[src/rtl/pcm_play_ctrl_pkg.sv]
// Shared types and constants for the PCM record/playback sequencer.
// Exports pcm_state_t, width/length defaults and the slot-cycle indices.
package pcm_pkg;

  typedef enum logic [1:0] {
    IDLE,
    REC,
    PLAY
  } pcm_state_t;

  localparam int ADDR_W_DEF   = 12;
  localparam int DATA_W_DEF   = 16;
  localparam int SLOT_LEN_DEF = 16;

  localparam int SLOT_RD   = 0;
  localparam int SLOT_CAP  = 1;
  localparam int SLOT_LOAD = 2;

endpackage

[src/rtl/pcm_play_ctrl_if.sv]
// Single-port sample RAM bus between the sequencer and the RAM.
// Signals: addr, we, wdata (master->RAM) and rdata (RAM->master, 1-cycle latency).
interface pcm_ram_if
  import pcm_pkg::*;
#(
  parameter int ADDR_W = ADDR_W_DEF,
  parameter int DATA_W = DATA_W_DEF
);

  logic [ADDR_W-1:0] addr;
  logic              we;
  logic [DATA_W-1:0] wdata;
  logic [DATA_W-1:0] rdata;

  modport master (
    output addr,
    output we,
    output wdata,
    input  rdata
  );

  modport slave (
    input  addr,
    input  we,
    input  wdata,
    output rdata
  );

endinterface

[src/rtl/pcm_play_ctrl_slot_timer.sv]
// Free-running 0..SLOT_LEN-1 slot counter with clear and enable.
// Ports: mclk, reset, clr, en in; slot_cnt and last (cnt == SLOT_LEN-1) out.
module pcm_slot_timer
  import pcm_pkg::*;
#(
  parameter int SLOT_LEN = SLOT_LEN_DEF,
  parameter int CNT_W    = $clog2(SLOT_LEN)
) (
  input  logic             mclk,
  input  logic             reset,
  input  logic             clr,
  input  logic             en,
  output logic [CNT_W-1:0] slot_cnt,
  output logic             last
);

  assign last = (slot_cnt == CNT_W'(SLOT_LEN - 1));

  always_ff @(posedge mclk) begin
    if (reset || clr) begin
      slot_cnt <= '0;
    end else if (en) begin
      slot_cnt <= last ? '0 : slot_cnt + 1'b1;
    end
  end

endmodule

[src/rtl/pcm_play_ctrl.sv]
// Record/playback sequencer: owns the sample RAM, feeds the PWM stage, drives amp_sd.
// Ports: mclk/reset, cmd_rec/play/stop, mic_valid/data, ram (pcm_ram_if.master),
//   pwm_sample/load, amp_sd, busy, rec_len, rec_full, play_done.
// Build option: PCM_PLAY_LOOP_EN makes playback wrap to address 0 until cmd_stop.
module pcm_play_ctrl
  import pcm_pkg::*;
#(
  parameter int ADDR_W   = ADDR_W_DEF,
  parameter int DATA_W   = DATA_W_DEF,
  parameter int SLOT_LEN = SLOT_LEN_DEF
) (
  input  logic              mclk,
  input  logic              reset,
  input  logic              cmd_rec,
  input  logic              cmd_play,
  input  logic              cmd_stop,
  input  logic              mic_valid,
  input  logic [DATA_W-1:0] mic_data,
  pcm_ram_if.master         ram,
  output logic [DATA_W-1:0] pwm_sample,
  output logic              pwm_load,
  output logic              amp_sd,
  output logic              busy,
  output logic [ADDR_W:0]   rec_len,
  output logic              rec_full,
  output logic              play_done
);

`ifdef PCM_PLAY_LOOP_EN
  localparam bit LOOP = 1'b1;
`else
  localparam bit LOOP = 1'b0;
`endif

  localparam int CNT_W = $clog2(SLOT_LEN);
  localparam logic [ADDR_W-1:0] LAST_ADDR = '1;

  pcm_state_t state, state_nxt;

  logic [ADDR_W-1:0] wr_ptr;
  logic [ADDR_W-1:0] rd_ptr;
  logic [ADDR_W-1:0] rd_nxt;
  logic [ADDR_W-1:0] addr_q;
  logic              we_q;
  logic [DATA_W-1:0] wdata_q;
  logic [CNT_W-1:0]  slot_cnt;
  logic              slot_last;

  logic rec_go;
  logic play_go;
  logic wr_fire;
  logic wr_last;
  logic rd_last;
  logic buf_end;

  assign ram.addr  = addr_q;
  assign ram.we    = we_q;
  assign ram.wdata = wdata_q;

  assign busy   = (state != IDLE);
  assign amp_sd = (state == PLAY);

  // cmd_rec beats cmd_play; cmd_stop beats both.
  assign rec_go  = (state == IDLE) && !cmd_stop && cmd_rec;
  assign play_go = (state == IDLE) && !cmd_stop && !cmd_rec
                && cmd_play && (rec_len != '0);

  assign wr_fire = (state == REC) && mic_valid && !cmd_stop;
  assign wr_last = wr_fire && (wr_ptr == LAST_ADDR);

  assign rd_last = ({1'b0, rd_ptr} == rec_len - 1'b1);
  assign buf_end = (state == PLAY) && slot_last && rd_last;
  assign play_done = buf_end;

  // Address of the next slot's sample; wraps at the buffer end.
  always_comb begin
    rd_nxt = rd_ptr;
    if (slot_last) begin
      rd_nxt = rd_last ? '0 : rd_ptr + 1'b1;
    end
  end

  pcm_slot_timer #(
    .SLOT_LEN (SLOT_LEN),
    .CNT_W    (CNT_W)
  ) u_slot (
    .mclk     (mclk),
    .reset    (reset),
    .clr      (play_go),
    .en       (state == PLAY),
    .slot_cnt (slot_cnt),
    .last     (slot_last)
  );

  always_ff @(posedge mclk) begin
    if (reset) begin
      state <= IDLE;
    end else begin
      state <= state_nxt;
    end
  end

  always_comb begin
    state_nxt = state;
    if (cmd_stop) begin
      state_nxt = IDLE;
    end else begin
      unique case (state)
        IDLE: begin
          unique case (1'b1)
            rec_go:  state_nxt = REC;
            play_go: state_nxt = PLAY;
            default: ;
          endcase
        end
        REC: begin
          if (wr_last) state_nxt = IDLE;
        end
        PLAY: begin
          if (buf_end && !LOOP) state_nxt = IDLE;
        end
        default: state_nxt = IDLE;
      endcase
    end
  end

  always_ff @(posedge mclk) begin
    if (reset) begin
      wr_ptr     <= '0;
      rd_ptr     <= '0;
      addr_q     <= '0;
      we_q       <= 1'b0;
      wdata_q    <= '0;
      pwm_sample <= '0;
      pwm_load   <= 1'b0;
      rec_len    <= '0;
      rec_full   <= 1'b0;
    end else begin
      we_q     <= 1'b0;
      pwm_load <= 1'b0;
      if (cmd_stop) begin
        pwm_sample <= '0;
        // Only writes already issued count; a same-cycle strobe is dropped.
        if (state == REC) rec_len <= {1'b0, wr_ptr};
      end else begin
        unique case (state)
          IDLE: begin
            if (rec_go) begin
              wr_ptr   <= '0;
              rec_full <= 1'b0;
            end else if (play_go) begin
              rd_ptr <= '0;
              addr_q <= '0;
            end
          end
          REC: begin
            if (wr_fire) begin
              we_q    <= 1'b1;
              addr_q  <= wr_ptr;
              wdata_q <= mic_data;
              wr_ptr  <= wr_ptr + 1'b1;
              if (wr_ptr == LAST_ADDR) begin
                rec_len  <= {1'b1, {ADDR_W{1'b0}}};
                rec_full <= 1'b1;
              end
            end
          end
          PLAY: begin
            // rdata for the address set at slot cycle 0 is valid now.
            if (slot_cnt == CNT_W'(SLOT_CAP)) begin
              pwm_sample <= ram.rdata;
              pwm_load   <= 1'b1;
            end
            // Present the next address so it lands in slot cycle 0.
            if (slot_last) begin
              rd_ptr <= rd_nxt;
              addr_q <= rd_nxt;
            end
            if (buf_end && !LOOP) pwm_sample <= '0;
          end
          default: ;
        endcase
      end
    end
  end

endmodule

[src/flat_wrapper.sv]
// flat-port wrapper written by rule: the top's interface ports become plain ports
module pcm_play_ctrl_flat import pcm_pkg::*;
#(
  parameter int ADDR_W   = ADDR_W_DEF,
  parameter int DATA_W   = DATA_W_DEF,
  parameter int SLOT_LEN = SLOT_LEN_DEF
)
  (mclk, reset, cmd_rec, cmd_play, cmd_stop, mic_valid, mic_data, pwm_sample, pwm_load, amp_sd, busy, rec_len, rec_full, play_done, ram_addr, ram_we, ram_wdata, ram_rdata);
  pcm_ram_if #(.ADDR_W(ADDR_W), .DATA_W(DATA_W)) ram_i ();
  input  logic mclk;
  input  logic reset;
  input  logic cmd_rec;
  input  logic cmd_play;
  input  logic cmd_stop;
  input  logic mic_valid;
  input  logic [DATA_W-1:0] mic_data;
  output logic [DATA_W-1:0] pwm_sample;
  output logic pwm_load;
  output logic amp_sd;
  output logic busy;
  output logic [ADDR_W:0] rec_len;
  output logic rec_full;
  output logic play_done;
  output wire logic [$bits(ram_i.addr)-1:0] ram_addr;
  output wire logic [$bits(ram_i.we)-1:0] ram_we;
  output wire logic [$bits(ram_i.wdata)-1:0] ram_wdata;
  input wire logic [$bits(ram_i.rdata)-1:0] ram_rdata;
  assign ram_addr = ram_i.addr;
  assign ram_we = ram_i.we;
  assign ram_wdata = ram_i.wdata;
  assign ram_i.rdata = ram_rdata;
  pcm_play_ctrl #(.ADDR_W(ADDR_W), .DATA_W(DATA_W), .SLOT_LEN(SLOT_LEN)) u_core (.mclk(mclk), .reset(reset), .cmd_rec(cmd_rec), .cmd_play(cmd_play), .cmd_stop(cmd_stop), .mic_valid(mic_valid), .mic_data(mic_data), .ram(ram_i), .pwm_sample(pwm_sample), .pwm_load(pwm_load), .amp_sd(amp_sd), .busy(busy), .rec_len(rec_len), .rec_full(rec_full), .play_done(play_done));
endmodule
[config.mk]
export PLATFORM = sky130hd
export DESIGN_NAME = pcm_play_ctrl_flat
export DESIGN_NICKNAME = d
export VERILOG_FILES = /design/src/rtl/pcm_play_ctrl_pkg.sv /design/src/rtl/pcm_play_ctrl_if.sv /design/src/rtl/pcm_play_ctrl_slot_timer.sv /design/src/rtl/pcm_play_ctrl.sv /design/src/flat_wrapper.sv
export SDC_FILE = /design/constraint.sdc
export NUM_CORES = 1
export LEC_CHECK = 0
export BUFFER_PORTS_ARGS = -buffer_cell sky130_fd_sc_hd__buf_2
export CORE_AREA = 4 4 111 82
export DETAILED_ROUTE_END_ITERATION = 10
export DIE_AREA = 0 0 115 86
export PLACE_DENSITY = 0.79
export SLEW_MARGIN = 10
export SYNTH_ARGS = -nofsm -noshare
export SYNTH_HDL_FRONTEND = slang
export SYNTH_SLANG_ARGS = --single-unit
[constraint.sdc]
create_clock -name mclk -period 3.03 [get_ports mclk]
set_clock_uncertainty 0.1 [all_clocks]
set_input_delay 0.1515 -clock mclk [delete_from_list [all_inputs] [get_ports mclk]]
set_output_delay 0.1515 -clock mclk [all_outputs]
set_load 0.02 [all_outputs]
# [Word-level counts from Yosys, hierarchy flattened]
# Index checks and enable logic that the tools add are counted.
[classes] muxes=28 bitwise=3 addsub=4 n_reduce_logical=33 n_eq_ne=15
[ops] cell="$mux 12" n=7
[ops] cell="$mux 13" n=5
[ops] cell="$pmux 12 s2" n=2
[ops] cell="$pmux 12 s3" n=1
[ops] cell="$mux 16" n=2
[ops] cell="$add 12x1->12 const B" n=2
[ops] cell="$eq 12x13->1" n=1
[ops] cell="$reduce_bool 13->1" n=1
[ops] cell="$sub 13x1->13 const B" n=1
[ops] cell="$eq 12x12->1 const B" n=1
[ops] cell="$reduce_bool 2->1" n=6
[ops] cell="$logic_and 1x1->1" n=10
[ops] cell="$ne 2x1->1 const B" n=5
[ops] cell="$reduce_and 5->1" n=2
[ops] cell="$reduce_and 3->1" n=3
[ops] cell="$ne 2x2->1 const B" n=3
[ops] cell="$pmux 2 s3" n=1
[ops] cell="$reduce_and 6->1" n=1
[ops] cell="$reduce_or 3->1" n=2
[ops] cell="$mux 1" n=5
[ops] cell="$add 4x1->4 const B" n=1
[ops] cell="$eq 4x1->1 const B" n=1
[ops] cell="$eq 4x4->1 const B" n=1
[ops] cell="$mux 2" n=2
[ops] cell="14 further kinds" n=17
[word_totals] register_bits=90 out_inout_bits=63 input_bits=38

# [Depth between registers and ports, before layout]
[logic_depth] depth_word=8 depth_mapped=10 depth_no_buf=9

# [Modules after synthesis]
# A second synthesis with hierarchy kept.
[hier_totals] cells_unflattened=510 area_unflattened_um2=4375.4
[modules_own_cells] mod="pcm_play_ctrl" area_each_um2=4195.3 cells_per_inst=491 instances=1
[modules_own_cells] mod="pcm_slot_timer" area_each_um2=180.2 cells_per_inst=19 instances=1

# [Worst setup path after synthesis]
# Ideal clock, no wire load.
[synth_timing] path_type="reg-to-reg" start="register u_core.rec_len[3]" end="register u_core.addr_q[1] (netlist: u_core.ram.addr[1])" path_slack_ps=197 path_stages_with_launch=9 required_ps=2796 t_arrival_ps=2599 n_path_buf=1 setup_time_ps=134 cell_sequence="dfxtp_1 > buf_6 > or4_4 > or2_4 > o32ai_1 > o22ai_1 > o41a_1 > a222oi_1 > a211oi_1"
[synth_via] elab_chain_len=5 elab_cells_between_ends=9 cone_classes="add/sub: 1; eq/ne: 2; mux: 3; reduce/logical: 3"
[synth_rtl] item="start, declared" line="pcm_play_ctrl.sv:24" source="output logic [ADDR_W:0] rec_len,"
[synth_rtl] item="start signal, assigned" line="pcm_play_ctrl.sv:144" source="if (state == REC) rec_len <= {1'b0, wr_ptr};"
[synth_rtl] item="start signal, assigned" line="pcm_play_ctrl.sv:163" source="rec_len <= {1'b1, {ADDR_W{1'b0}}};"
[synth_rtl] item="$sub 13x1->13" line="pcm_play_ctrl.sv:71" source="assign rd_last = ({1'b0, rd_ptr} == rec_len - 1'b1);"
[synth_rtl] item="$eq 12x13->1" line="pcm_play_ctrl.sv:71"
[synth_rtl] item="$mux 12" line="pcm_play_ctrl.sv:79" source="rd_nxt = rd_last ? '0 : rd_ptr + 1'b1;"
[synth_rtl] item="$mux 12" line="pcm_play_ctrl.sv:175" source="if (slot_last) begin"
[synth_rtl] item="$pmux 12 s3" line="pcm_play_ctrl.sv:146" source="unique case (state)"
[synth_rtl] item="end signal, assigned" line="pcm_play_ctrl.sv:159" source="addr_q <= wr_ptr;"
[synth_rtl] item="end signal, assigned" line="pcm_play_ctrl.sv:177" source="addr_q <= rd_nxt;"
[synth_rtl] item="end, declared" line="pcm_play_ctrl.sv:43" source="logic [ADDR_W-1:0] addr_q;"
# Parallel ways exist; a longest one is shown, timed or not. The select of a mux whose other input is x is not followed.
# A chain may end at the register's enable or synchronous reset.

# [Final worst setup path]
[layout_timing] start="register u_core.rec_len[0]" end="register u_core.addr_q[0] (netlist: u_core.ram.addr[0])"
# Same word-level chain as after synthesis.

==> qor.txt <==
Wire per inst - 16.7 um
Period utilization - 99.3%
DR pass1 iterations - 6
Yosys top cell area share - 42.5%
Global-route usage over all layers - 24.7%
Kind of start point of the critical path - flip-flop
Slew HR - 33.7%
Reg2reg setup slack - 20 ps
Die H - 86 um
Post-synth top cells - 90 x dfxtp_1, 66 x nand2_1, 53 x nor2_1
Final hold violation count - 0
Mapped Area - 4240 sq um
Post-synth EDFFs - 0
Max Freq - 332 MHz
Fill cells - 635
Crit path to - u_core.ram.addr[0]$_SDFFE_PP0P_
Die Width - 115 um
Most frequent cell after synthesis - dfxtp_1
Leading area contributor after synthesis - dfxtp_1
Mean number of vias per cell - 5.66
Max incr delay on CP - 520 ps
Setup Crit Path Kind - reg -> reg
Gpl congestion - 0.949
# port buffers - 100
CP arrival - 3160 ps
Register area - 1800 sq um
Rows - 28
Synth Instances - 493
Antenna-violating nets left - 0
Clk Latency, worst-skew pair - 340 ps
ANT cells - 0
Register area share after synthesis - 42.5%
First-pass GRT wire length - 19300 um
Final Core Density - 68.8%
Synth Flop Type - dfxtp_1
CP delay by family, top - compound AO/OA/AOI/OAI gates
Fin nets - 679
Crit path cell chain - inv_1 -> ha_1 -> or3b_2 -> a211oi_1 -> o32ai_2 -> o22ai_1 -> o41ai_4 -> or3_1 -> o22ai_1
Max Slew Vio Count - 0
CP Max Fanout - 9
Yosys cell types - 61
Total grt overflow - 0
Minimum clock period after layout - 3010 ps
Vias in the first global route - 3839
Htree depth - 3
FF-to-FF End - u_core.ram.addr[0]$_SDFFE_PP0P_
Power Density - 436 nW/um^2
Unrepaired setup endpoints after global routing - yes
Yosys warning total - 0
Multi-input gate area - 2340 sq um
Initial drt markers - 398
WP buf/inv - 1
CTS Buf Count - 9
Max-cap check violation count - 0
Worst Tran Pin Value - 994 ps
DR vias - 4191
Synth Area per Inst - 8.60 sq um
WP data required - 3180 ps
Worst VDD drop - 514 uV
Flops & latches, synth - 90
Worst path slowest cell - or3b_2
Clock buffer depth - 2
IO Pins - 101
Largest net degree at the start of global routing - 58
Final setup vio count - 0
Top cells by area, synth - dfxtp_1 42%, nand2_1 5.8%, nor2_1 4.7%
Total Routed Length - 12300 um
CP dominant cell by count - o22ai_1
Post-synth ARST share - 0%
Post-Place Cells - 692
Die Area - 9890 sq um
Core ar. - 8130 sq um
Worst R2R Path Depth - 9
Outcome - complete, no violations
Area Growth Syn to Fin - 31.8%
Hpwl dp - 8550 um
Initial core utilization - 52.2%
Layout cells sized above 1 - 24.4%
CP Launch Point - u_core.rec_len[0]$_SDFFE_PP0P_
Crit. path cell count - 9
TritonCTS clock tree - done
Crit. End Element - flip-flop
DRC errors left - 0
Static leakage - 2.41 nW
Clk slew on worst S/H paths - 60 ps
Syn_nets - 540
Reg2reg start - u_core.rec_len[0]$_SDFFE_PP0P_
Final std cells w/o fill - 741
Initial antenna violation count - 0
CTS sink cnt - 90
Worst Hold Class - in -> reg
Root buf cell - clkbuf_16
[sequential cells by signal, summed over array words and instances (netlist names)]
register and flops:
u_core.pwm_load 1, u_core.pwm_sample 16, u_core.ram.addr 12, u_core.ram.wdata 16
u_core.ram.we 1, u_core.rd_ptr 12, u_core.rec_full 1, u_core.rec_len 13
u_core.state 2, u_core.u_slot.slot_cnt 4, u_core.wr_ptr 12
[how the worst min path moves through the flow]
stage,from,end,depth (start not counted)
after floorplan,ram_rdata[10],u_core.pwm_sample[10]$_SDFFE_PP0P_,1
after global placement,ram_rdata[5],u_core.pwm_sample[5]$_SDFFE_PP0P_,2
after detailed placement,ram_rdata[7],u_core.pwm_sample[7]$_SDFFE_PP0P_,2
after CTS,cmd_stop,u_core.state[0]$_SDFFE_PP0P_,2
after global routing,cmd_stop,u_core.state[0]$_SDFFE_PP0P_,2
final,cmd_stop,u_core.state[0]$_SDFFE_PP0P_,2
[per-stage QoR]
step	instance area [sq um]	power (mW)	setup slack (ps)	hold WS, ps	TNS, ps
floorplan	4240	1.26	197	177	0
global placement	4900	1.30	165	262	0
detailed placement	4900	1.30	74.8	268	0
CTS	5540	2.45	16.8	63.5	0
global route	5590	2.51	-94.1	80.7	-350
finish	5590	2.44	22.0	70.8	0
[power breakdown]
part	internal (mW)	total, mW	leakage [nW]	switching (mW)
registers	1.19	1.19	0.726	0.00194
logic	0.0578	0.119	1.53	0.0611
clock network	0.679	1.13	0.148	0.450
total	1.92	2.44	2.41	0.513
[cell families (layout without fill, tap and decap cells)]
| group | count (synthesis) | after routing | share of synthesized area (%) |
|---|---|---|---|
| DFF | 90 | 90 | 42.5 |
| buffers and inverters | 35 | 178 | 3.51 |
| AOI/OAI and AO/OA | 107 | 107 | 18.1 |
| muxes | 4 | 4 | 1.00 |
| xor gates and xnor gates | 40 | 40 | 8.26 |
| adders and majority gates | 9 | 9 | 2.65 |
| and+or+nand+nor | 208 | 208 | 24.0 |
[cell type report]
cell class	count	share of cell area, %
inverters	12	0.806
clock inverters	4	0.918
flip-flops and latches	90	32.3
clock buffers	11	4.52
well taps	105	2.35
repair buffers	151	17.2
multi-input cells	368	41.9
[what timing repair did]
| item | 4_1_cts | 5_1_grt |
|---|---|---|
| hold buffers | 32 | 0 |
| endpoints found under the hold margin | 32 | 0 |
| pin swaps | 0 | 2 |
| setup buffers | 0 | 2 |
| gates resized for setup | 2 | 7 |
| setup endpoints to repair | 1 | 18 |
[layer usage]
metal  track usage, %  vias up  share of wire (%)
li1                 -     2021                  -
met1             33.5     1970                 42
met2             39.0      178                 47
met3             5.99       22                9.0
met4             7.57        0                1.4
met5                0        -                  0
[cell usage in the layout (no fill, tap or decap), drive strengths merged, types with 3 or more instances in the layout]
cell and instances:
nand3 13, o31ai 4, nor4 3, a22o 16, nand4 3, and2 7, nand3b 7, dlygate4sd3 32
nand2b 4, buf 119, or4 3, or3 4, and3 19, a211oi 4, o22ai 11, nor3 11
a21oi 36, inv 12, clkbuf 11, nor2 53, nand2 66, xor2 22, a22oi 14, or2 3
ha 9, dfxtp 90, xnor2 18
Note: power is estimated with default switching activity, not from simulation.
